## src/rtl/kyber_rng_pkg.sv

```systemverilog
// Shared constants and state type for the randomness consumer path.
// Lane geometry of the packed PRNG word and the dispenser FSM state encoding.
package kyber_rng_pkg;
    localparam int COEFF_SZ = 16;
    localparam int LANES    = 6;
    localparam int WORD_W   = COEFF_SZ * LANES;
    localparam int LANE_W   = $clog2(LANES);

    typedef enum logic {INIT = 1'b0, RUN = 1'b1} state_t;
endpackage

```

## src/rtl/rng_word_fifo.sv

```systemverilog
// DEPTH x WORD_W register FIFO holding packed random words.
// Pointers and level are reset; the word storage itself is not.
module rng_word_fifo
    import kyber_rng_pkg::*;
#(
    parameter int DEPTH = 4
) (
    input  logic                     clk,
    input  logic                     rst_n,
    input  logic                     push,
    input  logic                     pop,
    input  logic                     clear,
    input  logic [WORD_W-1:0]        wr_word,
    output logic [WORD_W-1:0]        head,
    output logic [$clog2(DEPTH):0]   level
);
    localparam int PTR_W = $clog2(DEPTH);
    localparam int LVL_W = PTR_W + 1;

    logic [WORD_W-1:0] mem [DEPTH];
    logic [PTR_W-1:0]  wr_ptr;
    logic [PTR_W-1:0]  rd_ptr;

    // DEPTH is a power of two, so pointers wrap naturally.
    always_ff @(posedge clk or negedge rst_n) begin
        if (!rst_n) begin
            wr_ptr <= '0;
            rd_ptr <= '0;
            level  <= '0;
        end else if (clear) begin
            wr_ptr <= '0;
            rd_ptr <= '0;
            level  <= '0;
        end else begin
            if (push)
                wr_ptr <= wr_ptr + PTR_W'(1);
            if (pop)
                rd_ptr <= rd_ptr + PTR_W'(1);
            case ({push, pop})
                2'b10:   level <= level + LVL_W'(1);
                2'b01:   level <= level - LVL_W'(1);
                default: level <= level;
            endcase
        end
    end

    always_ff @(posedge clk) begin
        if (push && !clear)
            mem[wr_ptr] <= wr_word;
    end

    assign head = mem[rd_ptr];
endmodule

```

## src/rtl/rng_mask_dispenser.sv

```systemverilog
// Buffers packed PRNG words and hands out one single-use COEFF_SZ-bit mask per transfer.
// Optional repetition health test enabled with macro RNG_HEALTH_EN.
module rng_mask_dispenser
    import kyber_rng_pkg::*;
#(
    parameter int DEPTH   = 4,
    parameter int PREFILL = 2
) (
    input  logic                    clk,
    input  logic                    rst_n,
    input  logic [WORD_W-1:0]       rnd_word,
    input  logic                    rnd_valid,
    output logic                    rnd_ready,
    output logic [COEFF_SZ-1:0]     mask,
    output logic                    mask_valid,
    input  logic                    mask_ready,
    input  logic                    flush,
    output logic [$clog2(DEPTH):0]  level,
    output logic [15:0]             starve_cnt,
    output logic                    health_err
);
    localparam int LVL_W = $clog2(DEPTH) + 1;

    state_t              state;
    logic [LANE_W-1:0]   lane_idx;
    logic [WORD_W-1:0]   head;
    logic                push_acc;
    logic                store;
    logic                pop;
    logic                last_lane;
    logic                dup;

    function automatic logic [15:0] sat_inc16(input logic [15:0] v);
        return (v == 16'hFFFF) ? v : v + 16'd1;
    endfunction

    // Ready depends only on fullness, never on a same-cycle pop.
    assign rnd_ready  = rst_n && (level != LVL_W'(DEPTH));
    assign push_acc   = rnd_valid && rnd_ready;
    assign mask_valid = (state == RUN) && (level != '0);
    assign last_lane  = (lane_idx == LANE_W'(LANES - 1));
    assign pop        = mask_valid && mask_ready && last_lane && !flush;
    assign store      = push_acc && !flush && !dup;

    rng_word_fifo #(
        .DEPTH (DEPTH)
    ) u_fifo (
        .clk     (clk),
        .rst_n   (rst_n),
        .push    (store),
        .pop     (pop),
        .clear   (flush),
        .wr_word (rnd_word),
        .head    (head),
        .level   (level)
    );

    always_comb begin
        mask = head[COEFF_SZ-1:0];
        for (int i = 1; i < LANES; i++) begin
            if (lane_idx == LANE_W'(i))
                mask = head[i*COEFF_SZ +: COEFF_SZ];
        end
    end

    always_ff @(posedge clk or negedge rst_n) begin
        if (!rst_n) begin
            state      <= INIT;
            lane_idx   <= '0;
            starve_cnt <= '0;
        end else if (flush) begin
            state      <= INIT;
            lane_idx   <= '0;
            starve_cnt <= '0;
        end else begin
            case (state)
                INIT: if (level >= LVL_W'(PREFILL)) state <= RUN;
                RUN:  if (level == '0 && mask_ready) starve_cnt <= sat_inc16(starve_cnt);
            endcase
            if (mask_valid && mask_ready)
                lane_idx <= last_lane ? '0 : lane_idx + LANE_W'(1);
        end
    end

`ifdef RNG_HEALTH_EN
    logic [WORD_W-1:0] last_word;
    logic              last_vld;

    // A repeated word is acknowledged but never stored, so its bits are never served.
    assign dup = last_vld && (rnd_word == last_word);

    always_ff @(posedge clk or negedge rst_n) begin
        if (!rst_n) begin
            last_vld   <= 1'b0;
            health_err <= 1'b0;
        end else if (flush) begin
            last_vld   <= 1'b0;
            health_err <= 1'b0;
        end else if (push_acc) begin
            if (dup)
                health_err <= 1'b1;
            else
                last_vld <= 1'b1;
        end
    end

    always_ff @(posedge clk) begin
        if (push_acc && !flush && !dup)
            last_word <= rnd_word;
    end
`else
    assign dup        = 1'b0;
    assign health_err = 1'b0;
`endif
endmodule

```

## config.mk

```make
export PLATFORM = sky130hd
export DESIGN_NAME = rng_mask_dispenser
export DESIGN_NICKNAME = d
export VERILOG_FILES = /design/src/rtl/kyber_rng_pkg.sv /design/src/rtl/rng_word_fifo.sv /design/src/rtl/rng_mask_dispenser.sv
export SDC_FILE = /design/constraint.sdc
export NUM_CORES = 1
export LEC_CHECK = 0
export BUFFER_PORTS_ARGS = -buffer_cell sky130_fd_sc_hd__buf_2
export CAP_MARGIN = 0
export CORE_MARGIN = 2
export CORE_UTILIZATION = 50
export DETAILED_ROUTE_END_ITERATION = 6
export GPL_ROUTABILITY_DRIVEN = 0
export PLACE_DENSITY_LB_ADDON = 0.12
export SLEW_MARGIN = 25
export SYNTH_ARGS = -nofsm -noshare
export SYNTH_HDL_FRONTEND = slang
export SYNTH_SLANG_ARGS = --single-unit
```

## constraint.sdc

```tcl
create_clock -name clk -period 4.68 [get_ports clk]
set_clock_uncertainty 0.15 [all_clocks]
set_input_delay 0.936 -clock clk [delete_from_list [all_inputs] [get_ports clk]]
set_output_delay 0.936 -clock clk [all_outputs]
set_load 0.02 [all_outputs]
```

# [Yosys cells after proc, flatten, opt, wreduce, memory -nomap -nowiden]
# Memories as Yosys holds them, arrays and structs flattened.
# Cells that the tools add are included.
[word_totals] ff_bits=27 romBits=0 inputBits=101 ramBits=384 latchBits=0 mem_count=1
[memory_table] memory="u_fifo.mem" words=4 width=96 read_ports=1 rd_ports_with_merged_regs=0 wr=1 line_no="rng_word_fifo.sv:20" text="logic [WORD_W-1:0] mem [DEPTH];"
[classes] bitwise_logic=0 muxes=23 n_shift=0 addsub=6 eq_ne=10 div_mod_pow=0 n_reduce_logical=19 n_mul=0 magnitude_cmp=1
[ops] operator="16-bit two-way mux" n=9
[ops] operator="16-bit by 1-bit adder with 16-bit output, second input constant" n=1
[ops] operator="16-bit equality test, second input constant" n=1
[ops] operator="3-bit two-way mux" n=4
[ops] operator="2-bit nonzero test" n=5
[ops] operator="1-bit logical AND" n=9
[ops] operator="2-bit two-way mux" n=4
[ops] operator="3-bit by 1-bit adder with 3-bit output, second input constant" n=2
[ops] operator="3-bit by 2-bit equality test with 1-bit output, second input constant" n=2
[ops] operator="3-bit equality test, second input constant" n=2
[ops] operator="3-bit one-hot mux with 2 select lines" n=1
[ops] operator="3-bit nonzero test" n=2
[ops] operator="1-bit two-way mux" n=5
[ops] operator="2-bit by 1-bit adder with 2-bit output, second input constant" n=2
[ops] operator="3-bit by 1-bit equality test with 1-bit output, second input constant" n=1
[ops] operator="3-bit by 2-bit >= comparator with 1-bit output, second input constant" n=1
[ops] operator="3-bit zero test" n=1
[ops] operator="3-bit inequality test, second input constant" n=1
[ops] operator="3-bit AND reduction" n=1
[ops] operator="3-bit by 1-bit subtractor with 3-bit output, second input constant" n=1
[ops] operator="2-bit by 1-bit equality test with 1-bit output, second input constant" n=1
[ops] operator="2-bit equality test, second input constant" n=1
[ops] operator="2-bit inequality test, second input constant" n=1
[ops] operator="1-bit zero test" n=1

# [Logic depth before layout (Yosys ltp)]
# Gate-level depths: netlist of the first run.
[depth] depth_word=8 depth_mapped=10

# [By module]
# A second synthesis of the first run with hierarchy kept.
[hier_totals] cells_unflattened=806 area_unflattened_um2=16414.5
[by_module_without_submodules] module="rng_word_fifo" area_each_um2=14261.2 n_inst=1 cells_per_inst=543 seq_area_each_um2=11706.2
[by_module_without_submodules] module="rng_mask_dispenser" area_each_um2=2153.3 n_inst=1 cells_per_inst=263 seq_area_each_um2=500.5

# [Worst setup path after synthesis of the first run]
# No wires, ideal clock.
[synth_timing] path_type="input to register" startpoint="input port rst_n" endpoint="memory u_fifo.mem[0][0] (netlist name), enable pin" cell_stages=3 slack_ns=0.512 arrival_ns=3.552 path_buffers=0 setup_time_ns=0.466 path_cell_list="o311ai_2 nor2_1 and2_1"
[synth_via] elab_chain_len=6
[synth_lines] element="from (decl)" line_no="rng_mask_dispenser.sv:10" text="input logic rst_n,"
[synth_lines] element="1-bit logical AND" line_no="rng_mask_dispenser.sv:38" text="assign rnd_ready = rst_n && (level != LVL_W'(DEPTH));"
[synth_lines] element="1-bit logical AND" line_no="rng_mask_dispenser.sv:39" text="assign push_acc = rnd_valid && rnd_ready;"
[synth_lines] element="1-bit logical AND" line_no="rng_mask_dispenser.sv:43" text="assign store = push_acc && !flush && !dup;"
[synth_lines] element="1-bit logical AND" line_no="rng_word_fifo.sv:48" text="if (push && !clear)"
[synth_lines] element="1-bit two-way mux" line_no="rng_word_fifo.sv:48"
[synth_lines] element="1-bit two-way mux (implied by the code)" line_no="rng_word_fifo.sv:49" text="mem[wr_ptr] <= wr_word;"
[synth_lines] element="to (decl)" line_no="rng_word_fifo.sv:20"
# Every way passes these cells.

# [Worst setup path after layout of the first run]
[layout_timing] startpoint="register u_fifo.rd_ptr[0]" endpoint="output port mask[1]"
[layout_via] elab_chain_len=6
[layout_lines] element="from (decl)" line_no="rng_word_fifo.sv:22" text="logic [PTR_W-1:0] rd_ptr;"
[layout_lines] element="from (signal assigned)" line_no="rng_word_fifo.sv:38" text="rd_ptr <= rd_ptr + PTR_W'(1);"
[layout_lines] element="memory 4 x 96 bit *"
[layout_lines] element="16-bit two-way mux (4 in a row)" line_no="rng_mask_dispenser.sv:61" text="if (lane_idx == LANE_W'(i))"
[layout_lines] element="16-bit two-way mux *" line_no="rng_mask_dispenser.sv:61"
[layout_lines] element="to (decl)" line_no="rng_mask_dispenser.sv:14" text="output logic [COEFF_SZ-1:0] mask,"
# Mark *: on every way between the ends. The rest lies on a longest branch, timed or not.

==> run metrics, run 1 <==
Mapped Avg Cell Area 19.29 µm²; Final Non-Filler Cells 1484; area growth from synthesis to layout 16.42%; wire per inst 22.70 µm; CTS tree built; Net Sw Power 1.470 mW; placed cell areas 17600 µm²; Die Span Y 184.6 µm; total power 7.613 mW; clk sinks 411; Primary FF master, synth edfxtp_1; Leakage 6.437 nW; Die X 184.6 µm; unrepaired setup endpoints after global routing no; Ports 139; Port-buffer cells 137; Unique masters post-synth 46; Max VDD drop 0.0003506 V; Final period util 90.94%; final setup vio count 0; Synth area leader edfxtp_1; first-pass GRT wire length 50830 µm; DP Wirelength 20920 µm; Async S/R FF share, synth 6.569%; Reg-to-Reg End u_fifo.level[2]; worst slew pin tran 0.9478 ns; Clock transition at path regs 0.06 ns; CTS Root Cell clkbuf_16; Yosys top cell area share 70.73%; relative slew slack 36.66%; Critical Path End Type output port; synth cell count leaders edfxtp_1, mux2i_1, mux4_2; largest net degree at the start of global routing 63; sequential power share 53.6%; Clock Latency Late Sink 0.52 ns; Post-Syn Nets 953; outcome finished, final reports clean; most common cell in the synthesized netlist edfxtp_1; Post-CTS Setup Bufs 0; P per Cell Area 401.1 nW/µm²; starting density of the core 50.49%; cts hold-fix bufs 0; DRC violation total after the first TritonRoute iteration 526; Total Neg Setup Slack 0 ns; Clock Power Share 43.8%; top cells by area, synth edfxtp_1, mux4_2, mux2i_1; Tmin final 4.256 ns; fmax 235.0 MHz; fin area 18980 µm²; Total Die Area 34070 µm²; Startpoint Class register; Mapped Area 16300 µm²; Crit Path Category reg2out; DR DRC count 0; via count 8326; Yosys reg bits 411; CTS buffer count 43; row cnt 66; core area 32290 µm²; Max-cap violations 0; sequential area share after synthesis 74.87%; Hold Crit Class in2async; Pins Over Slew Limit 0; # resized after CTS 0; r2r setup slk 1.88 ns; WL final 33680 µm; sw frac 19.30%; yosys synthesis warning count 0; CTS Buffer Depth 3; cell count after synthesis 845; Comb pwr share 2.6%; placed insts 1406; Int Pwr 6.144 mW; worst-path fanout max 31; post-DR vias/cell 5.611; 1st-pass router iterations 4; H-tree depth 2; final hold vios 0; Worst Path Arrival 3.17 ns; WHS 0.3148 ns; Worst EP required 3.59 ns; grt ovf 0; EDFF count, synth 384; Final Net Count 1117; gr usage total 20.18%; layout cells sized above 1 29.45%; Routed Antenna Nets 0; Worst Reg-to-Reg Cells 7; vias in the first global route 8431; r2r startpoint u_fifo.level[1]; antenna violations before repair 7
[area by class of cell]
cell class                 instances  area [µm²]
tap                              442       553.0
clock inverter                    29       286.5
fill                            2408       13310
antenna                            3       7.507
multi-input combinational        383        3882
inverter                           9       33.78
clock buffer                      46        1087
timing repair buffer             161       915.9
sequential                       411       12210
[through the flow]
step	utilization (%)	worst slack, ns
2_1_floorplan	-	0.5125
3_3_place_gp	54.51	0.9099
3_5_place_dp	54.51	0.9105
4_1_cts	58.76	0.3496
5_1_grt	58.77	0.2057
6_report	58.78	0.4240
[power by group through the flow]
| stage | clock [mW] | sequential (mW) | combinational, mW |
|---|---|---|---|
| global route | 3.55 | 4.08 | 0.220 |
| finish | 3.33 | 4.08 | 0.199 |
| floorplan | 0 | 4.16 | 0.0793 |
| detailed placement | 0 | 4.16 | 0.204 |
| CTS | 3.39 | 4.08 | 0.204 |
| global placement | 0 | 4.16 | 0.200 |
[how the worst max path moves through the flow]
stage / start / endpoint / slack (ns) / cells past startpoint
6_report: u_fifo.rd_ptr[0] / mask[1] / 0.42 / 8
5_1_grt: u_fifo.rd_ptr[0] / mask[1] / 0.21 / 8
4_1_cts: u_fifo.rd_ptr[0] / mask[1] / 0.35 / 8
3_5_place_dp: u_fifo.rd_ptr[0] / mask[1] / 0.91 / 8
3_3_place_gp: u_fifo.rd_ptr[0] / mask[1] / 0.91 / 8
2_1_floorplan: rst_n / u_fifo.mem[0][0] / 0.51 / 3
[cells by family after synthesis]
| family | share of synthesized area [%] |
|---|---|
| xor+xnor | 0.8058 |
| mux | 14.96 |
| fa+ha+maj | 0.5833 |
| other cells | 0.02300 |
| simple gates | 2.955 |
| compound gates | 4.397 |
| flops | 74.87 |
| buf+inv | 1.404 |
[routing by layer]
metal | routed length [µm] | GRT usage, % | vias up
met1 | 14930 | 28.16 | 4245
met2 | 16430 | 33.23 | 205
met4 | 585 | 4.896 | 10
met5 | 57 | 0 | -
met3 | 1686 | 3.754 | 54
li1 | - | - | 3812
[state kept, by name, summed over array words and instances (netlist names)]
signal and count:
u_fifo.mem 384, starve_cnt 16, lane_idx 3, u_fifo.level 3, u_fifo.rd_ptr 2, u_fifo.wr_ptr 2
state 1
[worst max-delay path, stage by stage (launching register included)]
cell and delay (ns):
dfrtp_4 0.84, buf_4 0.44, nand2b_1 0.15, buf_4 0.25, o22ai_1 0.10, a211o_1 0.27
a21oi_1 0.14, o22ai_1 0.16, buf_2 0.24
[cell usage in the layout, fill, tap and decap left out, drive strengths merged, types with 4 or more instances in the layout]
cell,synthesis,final
a21oi,21,21
mux2i,85,85
o22ai,42,42
xor2,11,11
nor3,7,7
o21ai,19,19
nand2,10,10
or3,7,7
a31oi,5,5
clkinv,0,21
nand3,7,7
ha,6,6
a211o,13,13
mux4,69,69
nor2,32,32
and2,8,8
nand4,7,7
edfxtp,384,384
inv,9,10
xnor2,4,4
buf,26,161
bufinv,0,6
and3,4,4
dfrtp,27,27
clkbuf,16,46
Power figures use the tool's default switching activity.
==> run 2: changes to the inputs <==
--- a/config.mk
+++ b/config.mk
@@ -9,6 +9,7 @@
 export CAP_MARGIN = 0
 export CORE_MARGIN = 2
 export CORE_UTILIZATION = 50
+export CTS_BUF_LIST = sky130_fd_sc_hd__clkbuf_2
 export DETAILED_ROUTE_END_ITERATION = 6
 export GPL_ROUTABILITY_DRIVEN = 0
 export PLACE_DENSITY_LB_ADDON = 0.12
==> constraint.sdc (replaced) <==
create_clock -name clk -period 5.5 [get_ports clk]
set_clock_uncertainty 0.15 [all_clocks]
set_input_delay 1.1 -clock clk [delete_from_list [all_inputs] [get_ports clk]]
set_output_delay 1.1 -clock clk [all_outputs]
set_load 0.02 [all_outputs]
==> run 2 against run 1 <==
Against the previous run:
- sequential share of layout area is 1.6 points higher
- final cell count is 6.9% higher
- clock power is 41% lower
- core utilization is 1.4 points lower
- critical path depth is 2 lower
- design area is 2.4% lower
- total power is 27% lower
- via count is 6.0% higher
- sequential power is 15% lower
- highest routed layer unchanged
- combinational power is 14% lower
==> run metrics, run 2 (synthesis gave the netlist of run 1 again) <==
wire per inst 21.87 µm (-3.6%); Die X 184.6 µm (unchanged); worst slew pin tran 0.8595 ns (-0.08836 ns); unrepaired setup endpoints after global routing no; final hold vios 0 (unchanged); post-DR vias/cell 5.560 (-0.90%); Die Span Y 184.6 µm (unchanged); r2r startpoint lane_idx[2]; commonest non-fill, non-tap cell in the layout edfxtp_1; Routed Antenna Nets 0 (unchanged); CTS buffer count 100 (+130%); P per Cell Area 302.1 nW/µm² (-25%); Worst Reg-to-Reg Cells 7 (unchanged); most frequent cells in the layout edfxtp_1, clkbuf_2, buf_2; worst-path fanout max 41 (+32%); outcome finished, final reports clean; Pins Over Slew Limit 0 (unchanged); vias in the first global route 9087 (+7.8%); Leakage 6.436 nW (about the same); row cnt 66 (unchanged); number of flip-flops in the largest register 384 (unchanged); Total Die Area 34070 µm² (unchanged); Crit Path Category reg2out; Reg-to-Reg End u_fifo.level[2]; grt ovf 0 (unchanged); Startpoint Class register; DP Wirelength 21190 µm (+1.3%); Tmin final 5.018 ns; Final period util 91.24%; Clock transition at path regs 0.10 ns (+0.04 ns); Hold Crit Class in2reg; antenna violations before repair 8 (+1); largest net degree at the start of global routing 68 (+7.9%); area growth from synthesis to layout 13.60%; first-pass GRT wire length 51840 µm (+2.0%); clk sinks 411 (unchanged); Total Neg Setup Slack 0 ns (unchanged); Port-buffer cells 137 (unchanged); core area 32290 µm² (unchanged); via count 8824 (+6.0%); fmax 199.3 MHz; DR DRC count 0 (unchanged); hold path start rnd_word[0]; gr usage total 20.82% (+0.64 points); CTS Buffer Depth 3 (unchanged); Worst EP required 4.25 ns (+0.66 ns); Final Net Count 1171 (+4.8%); Clock Latency Late Sink 0.91 ns (+0.39 ns); Worst Path Arrival 3.77 ns (+0.60 ns); Largest regs u_fifo.mem (384), starve_cnt (16); starting density of the core 50.49% (unchanged); final setup vio count 0 (unchanged); worst hold path endpoint u_fifo.mem[0][0]; 1st-pass router iterations 5 (+1); # resized after CTS 0 (unchanged); H-tree depth 3 (+1); r2r setup slk 2.71 ns (+0.83 ns); Hold Crit Depth 1; WL final 34710 µm (+3.1%); relative slew slack 42.70% (+6.0 points); Max-cap violations 0 (unchanged); Ports 139 (unchanged); CTS tree built; post-layout util 57.36% (-1.4 points); Most flops, register u_fifo.mem; Critical Path End Type output port; DRC violation total after the first TritonRoute iteration 586 (+11%); layout cells sized above 1 34.65% (+5.2 points); Max VDD drop 0.0001973 V (-44%); CTS Root Cell clkbuf_2
==> run 2: cell count changes in the layout (fill, tap and decap cells not counted), moves of 2 or more <==
cell	change
clkbuf_2	+148
clkbuf_16	-43
clkinv_1	+14
clkinv_2	-7
buf_4	-5
bufinv_16	-4
clkbuf_1	-3
diode_2	+2
==> run 2: power breakdown <==
group / switching, mW / internal (mW) / total [mW]
Combinational: 0.108 / 0.0640 / 0.172
Clock: 1.15 / 0.808 / 1.96
Sequential: 0.0115 / 3.46 / 3.47
Total: 1.27 / 4.33 / 5.60
==> run 2: worst max-delay path by stage <==
stage	startpoint	end	slack, ns
floorplan	rst_n	u_fifo.mem[0][0]	1.17
global placement	u_fifo.rd_ptr[0]	mask[13]	1.37
detailed placement	u_fifo.rd_ptr[0]	mask[13]	1.37
CTS	u_fifo.rd_ptr[0]	mask[13]	0.35
global route	u_fifo.rd_ptr[0]	mask[13]	0.18
finish	u_fifo.rd_ptr[0]	mask[13]	0.48
==> run 2: what timing repair did <==
action,CTS,global route
hold buffers,1,0
endpoints found under the hold margin,27,0
setup buffers,0,0
==> run 2: area by class of cell <==
| class | instances | area [µm²] |
|---|---|---|
| Sequential cell | 411 | 12210 |
| Inverter | 9 | 33.78 |
| Clock buffer | 148 | 740.7 |
| Timing Repair Buffer | 158 | 908.4 |
| Tap cell | 442 | 553.0 |
| Fill cell | 2556 | 13770 |
| Clock inverter | 31 | 175.2 |
| Multi-Input combinational cell | 383 | 3882 |
| Antenna cell | 5 | 12.51 |
==> run 2: per-stage QoR <==
stage	setup WS, ns	total power [mW]	hold slack (ns)	area (µm²)	std cells
after floorplan	1.168	3.609	0.3513	16300	845
after global placement	1.375	3.708	0.3718	17580	1402
after detailed placement	1.373	3.713	0.3853	17580	1402
after CTS	0.3516	5.672	0.1278	18510	1582
after global routing	0.1782	5.848	0.1287	18510	1584
final	0.4818	5.596	0.2375	18520	1587
==> run 2: routing by layer <==
| metal | wire, µm | global-route usage [%] | vias to the layer above |
|---|---|---|---|
| met5 | 67 | 0 | - |
| met4 | 744 | 7.840 | 10 |
| met3 | 2396 | 5.552 | 53 |
| met2 | 16980 | 33.62 | 292 |
| met1 | 14530 | 27.28 | 4477 |
| li1 | - | - | 3992 |
==> run 2: worst max-delay path, stage by stage (launching register included) <==
cell	delay (ns)
dfrtp_4	1.00
buf_4	0.52
mux4_2	0.55
a211o_1	0.30
a21oi_1	0.14
o22ai_1	0.16
buf_2	0.19
